## config.mk

```make
export PLATFORM = sky130hd
export DESIGN_NAME = n_bit_chunk_adder
export DESIGN_NICKNAME = d
export VERILOG_FILES = /design/src/rtl/n_bit_chunk_adder.sv
export SDC_FILE = /design/constraint.sdc
export NUM_CORES = 1
export LEC_CHECK = 0
export BUFFER_PORTS_ARGS = -buffer_cell sky130_fd_sc_hd__clkbuf_2
export CAP_MARGIN = 20
export CORE_UTILIZATION = 48
export DETAILED_ROUTE_END_ITERATION = 8
export PLACE_DENSITY = 0.74
export SYNTH_ARGS = -nofsm -noshare
export SYNTH_HDL_FRONTEND = slang
export SYNTH_SLANG_ARGS = --single-unit
```

## constraint.sdc

```tcl
create_clock -name clk -period 2.32 [get_ports clk]
set_input_delay 0.348 -clock clk [delete_from_list [all_inputs] [get_ports clk]]
set_output_delay 0.348 -clock clk [all_outputs]
set_load 0.005 [all_outputs]
```

## src/rtl/n_bit_chunk_adder.sv

```systemverilog
// Multi-cycle N-bit adder/subtractor that ripples a registered carry through W-bit chunks.
// Optional signed-overflow output is enabled by defining N_BIT_CHUNK_ADDER_OVF_EN.
module n_bit_chunk_adder #(
  parameter int N = 8,
  parameter int W = 2
) (
  input  logic         clk,
  input  logic         rst_n,
  input  logic         start,
  input  logic         sub,
  input  logic [N-1:0] a,
  input  logic [N-1:0] b,
  output logic         busy,
  output logic         done,
  output logic [N:0]   sum
`ifdef N_BIT_CHUNK_ADDER_OVF_EN
  ,
  output logic         ovf
`endif
);

  localparam int CHUNKS = N / W;
  localparam int CW     = (CHUNKS > 1) ? $clog2(CHUNKS) : 1;

  generate
    if (N < 1 || W < 1 || (N % W) != 0) begin : g_bad_params
      $error("n_bit_chunk_adder: N must be >= 1 and a multiple of W");
    end
  endgenerate

  typedef enum logic [1:0] {
    IDLE,
    RUN,
    DONE
  } state_e;

  state_e         state_q;
  logic [N-1:0]   a_q;
  logic [N-1:0]   b_q;
  logic [CW-1:0]  cnt_q;
  logic           carry_q;
  logic [N:0]     sum_q;
  logic           busy_q;
  logic           done_q;

  logic [W-1:0]   aChunk;
  logic [W-1:0]   bChunk;
  logic [W-1:0]   chunkSum_d;
  logic           carry_d;
  logic           lastChunk;

  // Mux out the chunk selected by the counter; b_q is already inverted for subtraction.
  always_comb begin
    aChunk = '0;
    bChunk = '0;
    for (int i = 0; i < CHUNKS; i++) begin
      if (cnt_q == CW'(i)) begin
        aChunk = a_q[i*W +: W];
        bChunk = b_q[i*W +: W];
      end
    end
    {carry_d, chunkSum_d} = {1'b0, aChunk} + {1'b0, bChunk} + {{W{1'b0}}, carry_q};
    lastChunk = (cnt_q == CW'(CHUNKS - 1));
  end

`ifdef N_BIT_CHUNK_ADDER_OVF_EN
  logic ovf_q;
  logic ovf_d;

  // Carry into the chunk MSB is recovered from the MSB sum bit and its operand bits.
  always_comb begin
    ovf_d = aChunk[W-1] ^ bChunk[W-1] ^ chunkSum_d[W-1] ^ carry_d;
  end

  assign ovf = ovf_q;
`endif

  always_ff @(posedge clk or negedge rst_n) begin
    if (!rst_n) begin
      state_q <= IDLE;
      a_q     <= '0;
      b_q     <= '0;
      cnt_q   <= '0;
      carry_q <= 1'b0;
      sum_q   <= '0;
      busy_q  <= 1'b0;
      done_q  <= 1'b0;
`ifdef N_BIT_CHUNK_ADDER_OVF_EN
      ovf_q   <= 1'b0;
`endif
    end else begin
      case (state_q)
        RUN: begin
          for (int i = 0; i < CHUNKS; i++) begin
            if (cnt_q == CW'(i)) begin
              sum_q[i*W +: W] <= chunkSum_d;
            end
          end
          carry_q <= carry_d;
          cnt_q   <= cnt_q + CW'(1);
          if (lastChunk) begin
            sum_q[N] <= carry_d;
            state_q  <= DONE;
            busy_q   <= 1'b0;
            done_q   <= 1'b1;
`ifdef N_BIT_CHUNK_ADDER_OVF_EN
            ovf_q    <= ovf_d;
`endif
          end
        end
        // IDLE and DONE both accept a new request, giving back-to-back issue from DONE.
        default: begin
          state_q <= IDLE;
          done_q  <= 1'b0;
          busy_q  <= 1'b0;
          if (start) begin
            a_q     <= a;
            b_q     <= sub ? ~b : b;
            carry_q <= sub;
            cnt_q   <= '0;
            sum_q   <= '0;
            state_q <= RUN;
            busy_q  <= 1'b1;
`ifdef N_BIT_CHUNK_ADDER_OVF_EN
            ovf_q   <= 1'b0;
`endif
          end
        end
      endcase
    end
  end

  assign busy = busy_q;
  assign done = done_q;
  assign sum  = sum_q;

endmodule
```

==> metrics.txt, run 1 <==
outcome finished with violations; failing checks negative setup slack; clk_lat worst skew 0.33 ns; multi-input logic area 722 sq um; Fmax 399 MHz; Compound-Gate Fraction of Synth Area 16.3%; Num CTS Buffers 5; Final Power 2.67 mW; R2R depth 9; Longest Clk Path Bufs 2; worst path cell trace inv_2 -> ha_4 -> nor2b_4 -> a22oi_1 -> a221o_1 -> fa_2 -> fa_1 -> nor2_2 -> a22o_1; syn_nets 156; first-iteration detailed-routing DRC count 18; fin crit period 2.51 ns; root buf cell clkbuf_4; Avg Vias per Cell 5.26; post-synthesis mux area share 10.2%; htree depth 2; PnR worst setup slack -0.187 ns; Yosys reg bits 30; FP Rows 20; area delta synth->final 19.6%; synthesized instance count 130; initial antenna violation count 0; total I/O pin count 31; Critical Path Source cnt_q[1]; clk sinks 30; die area 3400 sq um; setup violators final 4; actual slew at the worst max-slew pin 0.715 ns; CORE AREA 3030 sq um; RSZ-0062 raised after global routing yes; vias post-DR 1,110; most used flip-flop cell after synthesis dfrtp_1; share of layout cells above drive strength 1 37.7%; CP Class reg -> reg; register area 752 sq um; Finished Layout Cells 211; router iterations before antenna repair 4; Mean Syn Cell Area 11.7 sq um; CP top delay family adder cells; routed length per instance 14.4 um; max cap viols 0; Tightest Hold Check Type in -> async; Post-Synth Adder-Cell Area 5.92%; grt ovf 0; FFs w/ async S/R, synth 100%; P_leak 0.870 nW; Worst VDD drop 0.000621 V; Port-buffer cells 30; Slew headroom 52.3%; DP HPWL 2240 um; gpl congestion 0.791; Crit-path slowest cell fa_1; CTS tree done; Fill cells 266; sequential fraction of the synthesis area 49.3%; startpoint types flip-flop; most common cell after layout, fill and taps aside clkbuf_2; largest net degree at the start of global routing 31; die width 58.3 um; antenna viol nets, final 0; Clk pin slew, worst setup/hold paths 0.08 ns; Critical Path Max Stage Delay 0.49 ns; placed instance count 204; final WL 3040 um; internal reg-to-reg setup slack -0.19 ns; Syn. warnings 0; Post-Syn Area 1520 sq um; Post-layout nets 193; required time worst endpoint 2.54 ns; Inserted Diodes 0; final cycle utilization of the critical path 108%; XOR/XNOR share of the synthesized area 4.60%; Crit path buffers/inverters 1; global-route wire length before repair 4970 um; EDFF count, synth 0; CP Capture Type flip-flop; Slew Limit Fails 0; Unique masters post-synth 31; worst r2r dst sum[5]; initial core utilization 50.3%; Die Y 58.3 um; main combinational cell family by area after synthesis compound AO/OA/AOI/OAI gates; GRT Total Usage 20.0%; DR DRC count 0; vias in the first global route 1,111; commonest non-fill, non-tap cells in the layout clkbuf_2, dfrtp_1, a21oi_1; post-synthesis simple-gate area fraction 7.64%; crit-path max FO 4; worst slack, placed -0.185 ns; RR Startpoint cnt_q[1]; Worst Path Arrival 2.73 ns; P per Cell Area 1470 nW/um^2; final hold vios 0; clk_skew 0.00396 ns
state kept, by name, summed over array words and instances, names as in the netlist:
signal	count
done	1
sum	9
cnt_q	2
carry_q	1
state_q	1
b_q	8
a_q	8
cell usage after synthesis, types with 2 or more instances:
cell | number | area share [%]
a22o_1 | 9 | 5.2
a221o_1 | 3 | 2.0
nand2b_1 | 2 | 0.82
fa_1 | 2 | 2.6
a21oi_1 | 13 | 4.3
xnor2_1 | 6 | 3.5
nor2_1 | 7 | 1.7
buf_2 | 5 | 1.6
nand2_1 | 3 | 0.74
xor2_1 | 2 | 1.2
nand3_1 | 3 | 0.99
buf_6 | 3 | 2.2
o21ai_1 | 3 | 0.99
dfrtp_1 | 30 | 49
ha_1 | 4 | 3.3
inv_1 | 8 | 2.0
mux2_4 | 7 | 6.9
mux2i_1 | 5 | 3.3
a22oi_1 | 3 | 1.5
area by class of cell:
class	instances	share of cell area (%)
Sequential cell	30	41.3
Multi-Input combinational cell	83	39.6
Timing Repair Buffer	39	12.0
Tap cell	44	3.02
Clock buffer	7	2.47
Inverter	8	1.65
where the power goes:
| part | total, mW | internal, mW | switching [mW] |
|---|---|---|---|
| clock network | 0.276 | 0.114 | 0.162 |
| registers | 0.917 | 0.764 | 0.153 |
| logic | 1.48 | 0.744 | 0.731 |
cells by family after synthesis:
family | after synthesis
adders and majority gates | 6
and+or+nand+nor | 21
buffers and inverters | 17
muxes | 12
DFF | 30
AOI/OAI and AO/OA | 36
xor gates and xnor gates | 8
worst max path at each step:
| stage | slack, ns | cells after the start | endpoint |
|---|---|---|---|
| 3_5_place_dp | -0.19 | 9 | sum[1] |
| 2_1_floorplan | -0.12 | 9 | sum[1] |
| 6_report | -0.19 | 9 | sum[5] |
| 4_1_cts | -0.18 | 9 | sum[1] |
| 5_1_grt | -0.24 | 9 | sum[3] |
| 3_3_place_gp | -0.12 | 9 | sum[3] |
timing repair:
item | in CTS | in global routing
pin swaps | 2 | 4
gates resized for setup | 0 | 2
endpoints found under the setup margin | 4 | 10
setup buffers | 0 | 0
hold buffers | 0 | 0
routing by layer:
| metal | global-route usage [%] | vias to the layer above | share of wire [%] |
|---|---|---|---|
| li1 | - | 531 | - |
| met1 | 26.2 | 533 | 46 |
| met2 | 31.2 | 37 | 46 |
| met3 | 6.59 | 9 | 5.5 |
| met4 | 7.48 | 0 | 2.3 |
| met5 | 0 | - | 0 |
per-stage QoR:
stage               util, %  hold WS [ns]  instance area [sq um]  setup TNS [ns]
finish                 60.2        0.0608                   1820          -0.730
global route           60.2         0.111                   1820          -0.963
floorplan                 -        0.0524                   1570          -0.472
global placement       58.5         0.425                   1770          -0.468
CTS                    60.0        0.0805                   1820          -0.684
detailed placement     58.5         0.436                   1770          -0.699
(Power assumes the default switching activity.)
==> inputs of run 2 (changes only) <==
SETUP_SLACK_MARGIN = 0.15   (was not set)
SLEW_MARGIN = 20   (was not set)
==> run 2 against run 1 <==
Against the previous run:
- the flow still finishes with violations (negative setup slack)
- global-route usage is the same
- clock power barely moved
- flip-flop and latch count stayed put
- setup slack improved by 0.023 ns
- power is 0.60% higher
- hold slack hardly changed
- sequential share of layout area decreased by 0.23 points
- largest cell class unchanged
==> metrics.txt, run 2 (synthesized netlist as in run 1, its figures left out) <==
Num CTS Buffers 5; Clock power frac 10.3%; root buf cell clkbuf_4; initial core utilization 50.3%; Hold WS 0.0603 ns; final WL 3030 um; max cap viols 0; clk_lat worst skew 0.32 ns; total I/O pin count 31; share of layout cells above drive strength 1 39.3%; area delta synth->final 20.3%; CP Class reg -> reg; initial antenna violation count 0; worst slack, placed -0.185 ns; commonest non-fill, non-tap cells in the layout clkbuf_2, dfrtp_1, a21oi_1; startpoint types flip-flop; failing checks negative setup slack; GRT Total Usage 20.0%; gpl congestion 0.791; vias post-DR 1,091; Die Y 58.3 um; die area 3400 sq um; final setup TNS -0.620 ns; htree depth 2; FP Rows 20; Fmax 403 MHz; Sw Share 38.9%; P per Cell Area 1470 nW/um^2; vias in the first global route 1,109; clk_skew 0.00405 ns; CP Capture Type flip-flop; die width 58.3 um; antenna viol nets, final 0; DP HPWL 2240 um; Finished Core Util 60.5%; final hold vios 0; actual slew at the worst max-slew pin 0.711 ns; Inserted Diodes 0; RSZ-0062 raised after global routing yes; Int Power 1.64 mW; Avg Vias per Cell 5.15; router iterations before antenna repair 4; Seq pwr share 34.1%; max reg flops 9; Longest Clk Path Bufs 2; net load switching power 1.05 mW; first-iteration detailed-routing DRC count 18; Worst VDD drop 0.000625 V; Worst Path Arrival 2.70 ns; Post-layout nets 194; Port-buffer cells 30; Clk pin slew, worst setup/hold paths 0.08 ns; CTS tree done; finished layout cell area 1830 sq um; grt ovf 0; CORE AREA 3030 sq um; PnR worst setup slack -0.164 ns; Tightest Hold Check Type in -> async; most common cell after layout, fill and taps aside clkbuf_2; fin crit period 2.48 ns; Finished Layout Cells 212; placed cell areas 1770 sq um; routed length per instance 14.3 um; Slew Limit Fails 0; crit-path max FO 4; Slew headroom 52.6%; P_leak 0.874 nW; global-route wire length before repair 4970 um; Logic pwr share 55.6%; final cycle utilization of the critical path 107%; largest net degree at the start of global routing 31; clk sinks 30; required time worst endpoint 2.54 ns; DR DRC count 0; placed instance count 204; hold_buf cts 0; setup violators final 4; Final Power 2.69 mW; outcome finished with violations
run 2: cell types whose count changed in the layout (fill, tap and decap cells not counted), sizes merged:
cell / before / now
buf: 9 / 10
run 2: path summary, 6_finish.rpt:
check	from	endpoint	slack [ns]	cells after the start
worst max-delay path	cnt_q[1]	sum[1]	-0.16	9
worst min-delay path	rst_n	sum[0]	0.06	1
worst max register to register	cnt_q[1]	sum[1]	-0.16	9
worst min register to register	sum[4]	sum[4]	0.51	1
max in group asynchronous	rst_n	cnt_q[0]	1.76	1
min in group clk	a[4]	a_q[4]	0.25	2
run 2: layer usage:
| metal | global-route usage (%) | wire length, um | up-vias |
|---|---|---|---|
| met3 | 6.59 | 160 | 7 |
| met1 | 26.2 | 1380 | 523 |
| met5 | 0 | 0 | - |
| li1 | - | - | 528 |
| met2 | 31.2 | 1430 | 33 |
| met4 | 7.48 | 60 | 0 |
run 2: cell type report:
type	count	area (sq um)
repair buffers	40	225
inverters	8	30.0
clock buffers	7	45.0
multi-input cells	83	724
fillers	264	1200
well taps	44	55.1
flip-flops and latches	30	752
run 2: repair_timing:
item | CTS | global route
setup buffers | 0 | 1
pin swaps | 3 | 2
endpoints found under the setup margin | 10 | 10
cloned | 0 | 0
gates resized for setup | 1 | 3
run 2: critical path, stage by stage, from the launching register on:
cell,delay [ns]
dfrtp_1,0.42
inv_2,0.13
ha_4,0.14
nor2b_4,0.15
a22oi_2,0.06
a221o_1,0.32
fa_2,0.36
fa_1,0.49
nor2_2,0.06
a22o_1,0.24
run 2: power by group through the flow:
stage          combinational, mW  clock [mW]  sequential [mW]
2_1_floorplan               1.13           0            0.886
3_3_place_gp                1.40           0            0.915
3_5_place_dp                1.47           0            0.923
4_1_cts                     1.47       0.284            0.913
5_1_grt                     1.66       0.304            0.944
6_report                    1.49       0.276            0.915
